### config.mk
export PLATFORM = sky130hd
export DESIGN_NAME = turn_scheduler
export DESIGN_NICKNAME = d
export VERILOG_FILES = /design/src/rtl/turn_scheduler.sv
export SDC_FILE = /design/constraint.sdc
export NUM_CORES = 1
export LEC_CHECK = 0
export CAP_MARGIN = 20
export CORE_MARGIN = 2
export CORE_UTILIZATION = 42
export DETAILED_ROUTE_END_ITERATION = 8
export PLACE_DENSITY = 0.74
export SYNTH_ARGS = -nofsm -noshare
export SYNTH_HDL_FRONTEND = slang
export SYNTH_SLANG_ARGS = --single-unit
### constraint.sdc
create_clock -name clk -period 2 [get_ports clk]
set_input_delay 0.2 -clock clk [delete_from_list [all_inputs] [get_ports clk]]
set_output_delay 0.2 -clock clk [all_outputs]
set_load 0.005 [all_outputs]
### src/rtl/turn_scheduler.sv
// Battleship game-flow controller: placement, alternating player/computer shots,
// guess-mask accumulation, hit counting and win detection.
module turn_scheduler #(
  parameter int CELLS    = 28,
  parameter int IDX_W    = 5,
  parameter int WIN_HITS = 4,
  parameter int CNT_W    = 3
) (
  input  logic             clk,
  input  logic             rst_n,
  input  logic             sel,
  input  logic             place_done,
  input  logic [IDX_W-1:0] p_idx,
  input  logic [CELLS-1:0] pships,
  input  logic [CELLS-1:0] cships,
  input  logic             c_ack,
  input  logic [IDX_W-1:0] c_idx,
  output logic             phase,
  output logic             turn,
  output logic             c_req,
  output logic [CELLS-1:0] pguess,
  output logic [CELLS-1:0] cguess,
  output logic [CNT_W-1:0] p_hits,
  output logic [CNT_W-1:0] c_hits,
  output logic             hit,
  output logic             bad_shot,
  output logic             finish,
  output logic             winner
);

  typedef enum logic [2:0] {
    S_PLACE,
    S_P_TURN,
    S_P_EVAL,
    S_C_REQ,
    S_C_BACKOFF,
    S_C_EVAL,
    S_DONE
  } state_t;

  localparam logic [CNT_W-1:0] WIN_CNT  = CNT_W'(WIN_HITS);
  localparam logic [CELLS-1:0] CELL_ONE = {{(CELLS-1){1'b0}}, 1'b1};

  state_t           r_state;
  state_t           w_state_nxt;
  logic             r_sel_q;
  logic [CELLS-1:0] r_pguess;
  logic [CELLS-1:0] r_cguess;
  logic [CNT_W-1:0] r_p_hits;
  logic [CNT_W-1:0] r_c_hits;
  logic             r_shot_hit;
  logic             r_hit;
  logic             r_bad_shot;
  logic             r_winner;

  logic             w_sel_rise;
  logic [CELLS-1:0] w_p_onehot;
  logic [CELLS-1:0] w_c_onehot;
  logic             w_p_ok;
  logic             w_c_ok;
  logic [CNT_W-1:0] w_p_hits_nxt;
  logic [CNT_W-1:0] w_c_hits_nxt;

  assign w_sel_rise = sel & ~r_sel_q;

  // A shift past the top cell yields an all-zero one-hot, but the explicit
  // range check keeps the intent readable.
  assign w_p_onehot = CELL_ONE << p_idx;
  assign w_c_onehot = CELL_ONE << c_idx;
  assign w_p_ok     = ({{(32-IDX_W){1'b0}}, p_idx} < CELLS) && ~|(r_pguess & w_p_onehot);
  assign w_c_ok     = ({{(32-IDX_W){1'b0}}, c_idx} < CELLS) && ~|(r_cguess & w_c_onehot);

  assign w_p_hits_nxt = r_p_hits + {{(CNT_W-1){1'b0}}, r_shot_hit};
  assign w_c_hits_nxt = r_c_hits + {{(CNT_W-1){1'b0}}, r_shot_hit};

  // NOTE: every comb output gets a default first so no path leaves it unassigned (no latch).
  always_comb begin
    w_state_nxt = r_state;
    unique case (r_state)
      S_PLACE:     if (w_sel_rise && place_done) w_state_nxt = S_P_TURN;
      S_P_TURN:    if (w_sel_rise && w_p_ok)     w_state_nxt = S_P_EVAL;
      S_P_EVAL:    w_state_nxt = (w_p_hits_nxt == WIN_CNT) ? S_DONE : S_C_REQ;
      S_C_REQ:     if (c_ack) w_state_nxt = w_c_ok ? S_C_EVAL : S_C_BACKOFF;
      S_C_BACKOFF: w_state_nxt = S_C_REQ;
      S_C_EVAL:    w_state_nxt = (w_c_hits_nxt == WIN_CNT) ? S_DONE : S_P_TURN;
      S_DONE:      if (w_sel_rise) w_state_nxt = S_PLACE;
      default:     w_state_nxt = S_PLACE;
    endcase
  end

  // NOTE: sequential state uses non-blocking assignments so every flop samples pre-edge values.
  always_ff @(posedge clk or negedge rst_n) begin
    if (!rst_n) begin
      r_state <= S_PLACE;
      r_sel_q <= 1'b0;
    end else begin
      r_state <= w_state_nxt;
      r_sel_q <= sel;
    end
  end

  // NOTE: the guess masks are plain flops, not a RAM, so they take the async reset like any other state.
  always_ff @(posedge clk or negedge rst_n) begin
    if (!rst_n) begin
      r_pguess   <= '0;
      r_cguess   <= '0;
      r_p_hits   <= '0;
      r_c_hits   <= '0;
      r_shot_hit <= 1'b0;
      r_hit      <= 1'b0;
      r_bad_shot <= 1'b0;
      r_winner   <= 1'b0;
    end else begin
      r_hit      <= 1'b0;
      r_bad_shot <= 1'b0;
      unique case (r_state)
        S_P_TURN: begin
          if (w_sel_rise) begin
            if (w_p_ok) begin
              r_pguess   <= r_pguess | w_p_onehot;
              r_shot_hit <= |(cships & w_p_onehot);
            end else begin
              r_bad_shot <= 1'b1;
            end
          end
        end
        S_P_EVAL: begin
          r_hit    <= r_shot_hit;
          r_p_hits <= w_p_hits_nxt;
          if (w_p_hits_nxt == WIN_CNT) r_winner <= 1'b0;
        end
        S_C_REQ: begin
          if (c_ack && w_c_ok) begin
            r_cguess   <= r_cguess | w_c_onehot;
            r_shot_hit <= |(pships & w_c_onehot);
          end
        end
        S_C_EVAL: begin
          r_hit    <= r_shot_hit;
          r_c_hits <= w_c_hits_nxt;
          if (w_c_hits_nxt == WIN_CNT) r_winner <= 1'b1;
        end
        S_DONE: begin
          // Leaving DONE starts a fresh game, so all game state clears on the same edge.
          if (w_sel_rise) begin
            r_pguess   <= '0;
            r_cguess   <= '0;
            r_p_hits   <= '0;
            r_c_hits   <= '0;
            r_shot_hit <= 1'b0;
            r_winner   <= 1'b0;
          end
        end
        default: ;
      endcase
    end
  end

  assign phase    = (r_state != S_PLACE);
  assign turn     = (r_state == S_C_REQ) || (r_state == S_C_BACKOFF) ||
                    (r_state == S_C_EVAL) || ((r_state == S_DONE) && r_winner);
  assign c_req    = (r_state == S_C_REQ);
  assign finish   = (r_state == S_DONE);
  assign winner   = r_winner;
  assign hit      = r_hit;
  assign bad_shot = r_bad_shot;
  assign pguess   = r_pguess;
  assign cguess   = r_cguess;
  assign p_hits   = r_p_hits;
  assign c_hits   = r_c_hits;

endmodule
# Yosys cells after proc, flatten, opt, wreduce, memory -nomap -nowiden
# Index checks and enable logic that the tools add are counted.
# Widths: inputs -> output; s select.
word_totals:
  inputBits: 71
  register_bits: 70
  output_inout_bits: 69
  word_cells: 100
classes:
  muxes: 28
  n_lt_le_gt_ge: 2
  n_reduce_logical: 31
  addsub: 2
  bitwise_logic: 8
  n_eq_ne: 17
  n_shift: 2
op_table:
  columns: ["op", "count"]
  rows:
  - ["$and 28x28->28", 4]
  - ["$mux 28", 4]
  - ["$pmux 28 s2", 2]
  - ["$reduce_or 28->1", 4]
  - ["$or 28x28->28", 2]
  - ["$shl 1x5->28 const A", 2]
  - ["$pmux 3 s7", 1]
  - ["$mux 3", 6]
  - ["$eq 3x3->1 const B", 5]
  - ["$ne 2x2->1 const B", 7]
  - ["$pmux 3 s2", 2]
  - ["$reduce_and 4->1", 3]
  - ["$mux 1", 11]
  - ["$lt 5x5->1 const B", 2]
  - ["$reduce_bool 3->1", 3]
  - ["$reduce_bool 2->1", 4]
  - ["$add 3x1->3", 2]
  - ["$eq 3x2->1 const B", 2]
  - ["$logic_and 1x1->1", 6]
  - ["$pmux 1 s3", 2]
  - ["$reduce_and 5->1", 1]
  - ["$ne 2x1->1 const B", 2]
  - ["$reduce_and 2->1", 2]
  - ["$eq 3x1->1 const B", 1]
  - ["other kinds (7)", 10]

# Logic depth before layout (Yosys ltp)
logic_depth:
  word_depth: 8
  ltp_mapped: 10
  depth_no_buf: 8

# Least setup slack after synthesis
# No wires, ideal clock.
synth_timing:
  kind: "input port to flip-flop"
  startpoint: "in p_idx[4]"
  endpoint: "reg r_pguess[2] (netlist: pguess[2])"
  setup_time_ps: 96
  t_required_ps: 1904
  slack_ps: -249
  t_arrival_ps: 2153
  n_path_buf: 1
  path_stages: 8
  cell_sequence: "clkbuf_1 -> and3b_1 -> a32o_1 -> a211o_1 -> or4_4 -> nor3_4 -> nand2_1 -> o31ai_1"
synth_between:
  elab_chain_cells: 7
  word_cells_on_any_way: 12
  classes_between: "1 x order compare; 1 x eq/ne; 1 x shift; 3 x mux; 2 x bitwise; 4 x reduce/logical"
synth_rtl:
  columns: ["item", "line", "source"]
  rows:
  - ["start, declared", "13", "input logic [IDX_W-1:0] p_idx,"]
  - ["$shl 1x5->28", "68", "assign w_p_onehot = CELL_ONE << p_idx;"]
  - ["$and 28x28->28", "70", "assign w_p_ok = ({{(32-IDX_W){1'b0}}, p_idx} < CELLS) && ~|(r_pguess & w_p_onehot);"]
  - ["$reduce_or 28->1", "70", null]
  - ["$logic_not 1->1", "70", null]
  - ["$logic_and 1x1->1", "70", null]
  - ["$ne 2x2->1 (no source line)", null, null]
  - ["$reduce_and 4->1 (no source line)", null, null]
  - ["end signal, assigned", "120", "r_pguess <= r_pguess | w_p_onehot;"]
  - ["end, declared", "47", "logic [CELLS-1:0] r_pguess;"]
# Several ways; a longest one is shown, not always the timed one. The select of a mux whose other input is x is not followed.
# A chain may end at the register's enable or synchronous reset.

# Worst setup path in the final report
layout_timing:
  startpoint: "reg r_pguess[27] (netlist: pguess[27])"
  endpoint: "reg r_pguess[2] (netlist: pguess[2])"
layout_between:
  elab_chain_cells: 6
layout_rtl:
  columns: ["item", "line"]
  rows:
  - ["$and 28x28->28", "70"]
  - ["$reduce_or 28->1", "70"]
  - ["$logic_not 1->1", "70"]
  - ["$logic_and 1x1->1", "70"]
  - ["$ne 2x2->1 (no source line)", null]
  - ["$reduce_and 4->1 (no source line)", null]
# No other way between the ends.

==> impl_metrics.yaml <==
cells_and_area:
  postLayoutCellArea_sq_um: 7840
  antenna_cells: 0
  multi_input_area_sq_um: 2830
  drive_above_1_share_pct: 36.1
  area_growth_pct: 80.1
  register_area_sq_um: 1750
  fillers: 659
  post-route-util_pct: 77.0
  layout.nets: 843
  layout_commonest_cell: "buf_4"
  stdcell_count: 909
  most-common-layout-cells: "buf_4, clkdlybuf4s50_1, dfrtp_1"
sta:
  worst_pin_slew_ps: 489
  rsz0062_at_grt: "yes"
  relSlewSlack_pct: 66.9
  finalHoldViolCount: 0
  slew_violations: 0
  finalSetupViolations: 58
  fin_ws_ps: -313
  fin_skew_ps: 22.5
  fmax_mhz: 432
  min_period_over_period_pct: 116
  layout_min_cycle_time_ps: 2310
  hold_ws_ps: 353
clock_network:
  clockBufferDepth: 2
  cts_tree: "yes"
  worstSkewPairLatency_ps: 360
  htree_levels: 3
  cts-root-buf: "clkbuf_8"
  numCtsBuffers: 9
  cts.sinks: 70
  clk_pin_slew_worst_paths_ps: 100
placed_design:
  dp.cells: 861
  gp_congestion: 0.922
  placed_cell_area_sq_um: 6820
  hpwl_um: 12400
  portBuffers: 139
min_path:
  hp-class: "in -> reg"
  hold_start: "sel"
  worstHoldEndpoint: "r_sel_q"
  whs_path_depth: 1
die:
  start_util_pct: 42.7
  ios: 140
  die_y_um: 106
  die_area_sq_um: 11200
  core_sq_um: 10200
  die_w_um: 106
  core.rowCount: 37
power:
  p_total_uw: 6970
  p_per_area_nw_per_um2: 889
  vdd_drop_max_mv: 0.685
  leakage_uw: 0.00345
synthesis:
  avgSynthCellArea_sq_um: 8.92
  async_flop_share_pct: 100
  yosysSeqAreaShare_pct: 40.3
  yosysUniqueCellTypes: 61
  syn-instance-count: 488
  synth-edff-count: 0
  yosysWarningCount: 0
  synth_nets: 563
  synth_seq_cells: 70
  synth_area_sq_um: 4350
  synth_flop_cell: "dfrtp_1"
setup_path:
  endpoint_kind: "register"
  reg2reg_depth: 8
  start_kind: "register"
  arrival_ps: 2570
  rrSetupSlack_ps: -310
  worstPathRequired_ps: 2250
  crit_type: "reg -> reg"
  crit_fanout: 6
  worstReg2RegStart: "pguess[27]"
  reg2reg_to: "pguess[2]"
routing:
  drt_pass1_iterations: 6
  drt-total-wl_um: 19200
  wl_per_cell_um: 21.1
  ant_nets: 0
  drt-initial-drc-count: 460
  route.vias.total: 5366
  vias_per_cell: 5.90
  drc: 0
status:
  outcome: "finished, violations left"
  failed_checks: "setup timing"
global_route:
  antenna_found_initial: 0
  grt_pass1_wl_um: 28800
  grt_max_degree: 71
  grt_pass1_vias: 5424
  grt_usage_pct: 32.7
  gr-total-overflow: 0
flow_run:
  maxCapViolations: 0
==> worst max-delay path by stage <==
stage	startpoint	end	cells past startpoint
2_1_floorplan	pguess[26]	pguess[6]	7
3_3_place_gp	p_idx[1]	pguess[6]	8
3_5_place_dp	p_idx[1]	pguess[6]	8
4_1_cts	pguess[27]	r_shot_hit	8
5_1_grt	pguess[27]	pguess[26]	9
6_report	pguess[27]	pguess[2]	8
==> per-stage QoR <==
stage / worst slack (ps) / setup TNS [ps]
after global placement: -763 / -40250
after detailed placement: -860 / -42230
after CTS: -234 / -4410
after global routing: -394 / -15690
after floorplan: -156 / -1540
final: -313 / -8640
==> state kept, by name, summed over array words and instances (netlist names) <==
name and cells:
bad_shot 1, p_hits 3, r_state 3, r_sel_q 1
pguess 28, winner 1, cguess 28, hit 1
r_shot_hit 1, c_hits 3
==> synthesized netlist by cell type (2+ instances only) <==
master    number  area [sq um]
a32oi_1        6          52.6
and3_1         8          50.1
mux2i_1       14           140
ha_1           4          50.1
a221oi_1       4          35.0
o21a_1        11          82.6
a311oi_1       3          26.3
o221a_2        2          22.5
buf_1          4          15.0
mux4_2         2          45.0
inv_1         11          41.3
a41oi_1        5          43.8
and3b_1        7          61.3
nor2b_1       16           100
a211oi_1       3          22.5
dfrtp_1       70          1750
or3_1          4          25.0
a32o_1         2          20.0
nor3_1         7          35.0
mux2_2        11           124
nand2b_1       8          50.1
nor2_1        47           176
nand3b_1       7          52.6
buf_2          4          20.0
and4_1         2          17.5
a21oi_1       32           160
o31ai_1        7          52.6
and2_1         5          31.3
nor4_1         2          12.5
o21ai_0       22           110
a211o_1        3          26.3
nand2_1       39           146
a22o_1         5          43.8
a31oi_1       10          62.6
o41a_1         2          22.5
clkbuf_1      29           109
nor3b_1        5          37.5
o22ai_1        7          43.8
or2_2          2          12.5
a22oi_1        8          60.1
or4b_2         2          20.0
o211ai_1       5          37.5
o32a_1         2          20.0
nand4_1       10          62.6
nand3_1       13          65.1
==> kinds of logic (layout without fill, tap and decap cells) <==
family | Yosys count | after routing | share of synthesized area [%]
flip-flops | 70 | 70 | 40.3
AND/OR/NAND/NOR | 193 | 193 | 24.1
multiplexers | 27 | 27 | 7.10
XOR/XNOR | 1 | 1 | 0.201
AO/OA/AOI/OAI | 145 | 145 | 22.9
buffers and inverters | 48 | 333 | 4.26
adder cells (fa/ha/maj) | 4 | 4 | 1.15
==> layout make-up <==
cell class                 count  share of cell area [%]
inverter                      11                   0.527
clock buffer                   9                    1.58
timing repair buffer         306                    35.7
sequential                    70                    22.4
clock inverter                 7                    1.63
multi-input combinational    370                    36.1
tap                          136                    2.17
==> where the power goes <==
part	switching, uW	leakage [uW]	internal [uW]
Clock	623	0.000126	849
Sequential	281	0.000945	1760
Combinational	1540	0.00238	1920
==> routing by layer <==
layer	GRT usage, %	vias to the layer above	wire (um)
met5	0	-	0
met4	12.2	0	593
met3	6.62	63	1530
met2	54.7	294	9490
met1	41.9	2614	7570
li1	-	2395	-
==> worst max-delay path, stage by stage (launching register included) <==
cell,delay [ps]
dfrtp_1,410
and4_1,200
a311oi_2,200
nor3b_1,120
or4_4,580
nor3_4,180
buf_12,170
nand2_8,90
o31ai_2,250
==> what timing repair did <==
item / in CTS / in global routing
pin swaps: 31 / 29
endpoints found under the hold margin: 70 / 0
buffers inserted: 25 / 5
gates cloned: 2 / 0
hold buffers: 1 / 0
gates resized for setup: 81 / 48
endpoints found under the setup margin: 63 / 65
Note: power is estimated with default switching activity, not from simulation.
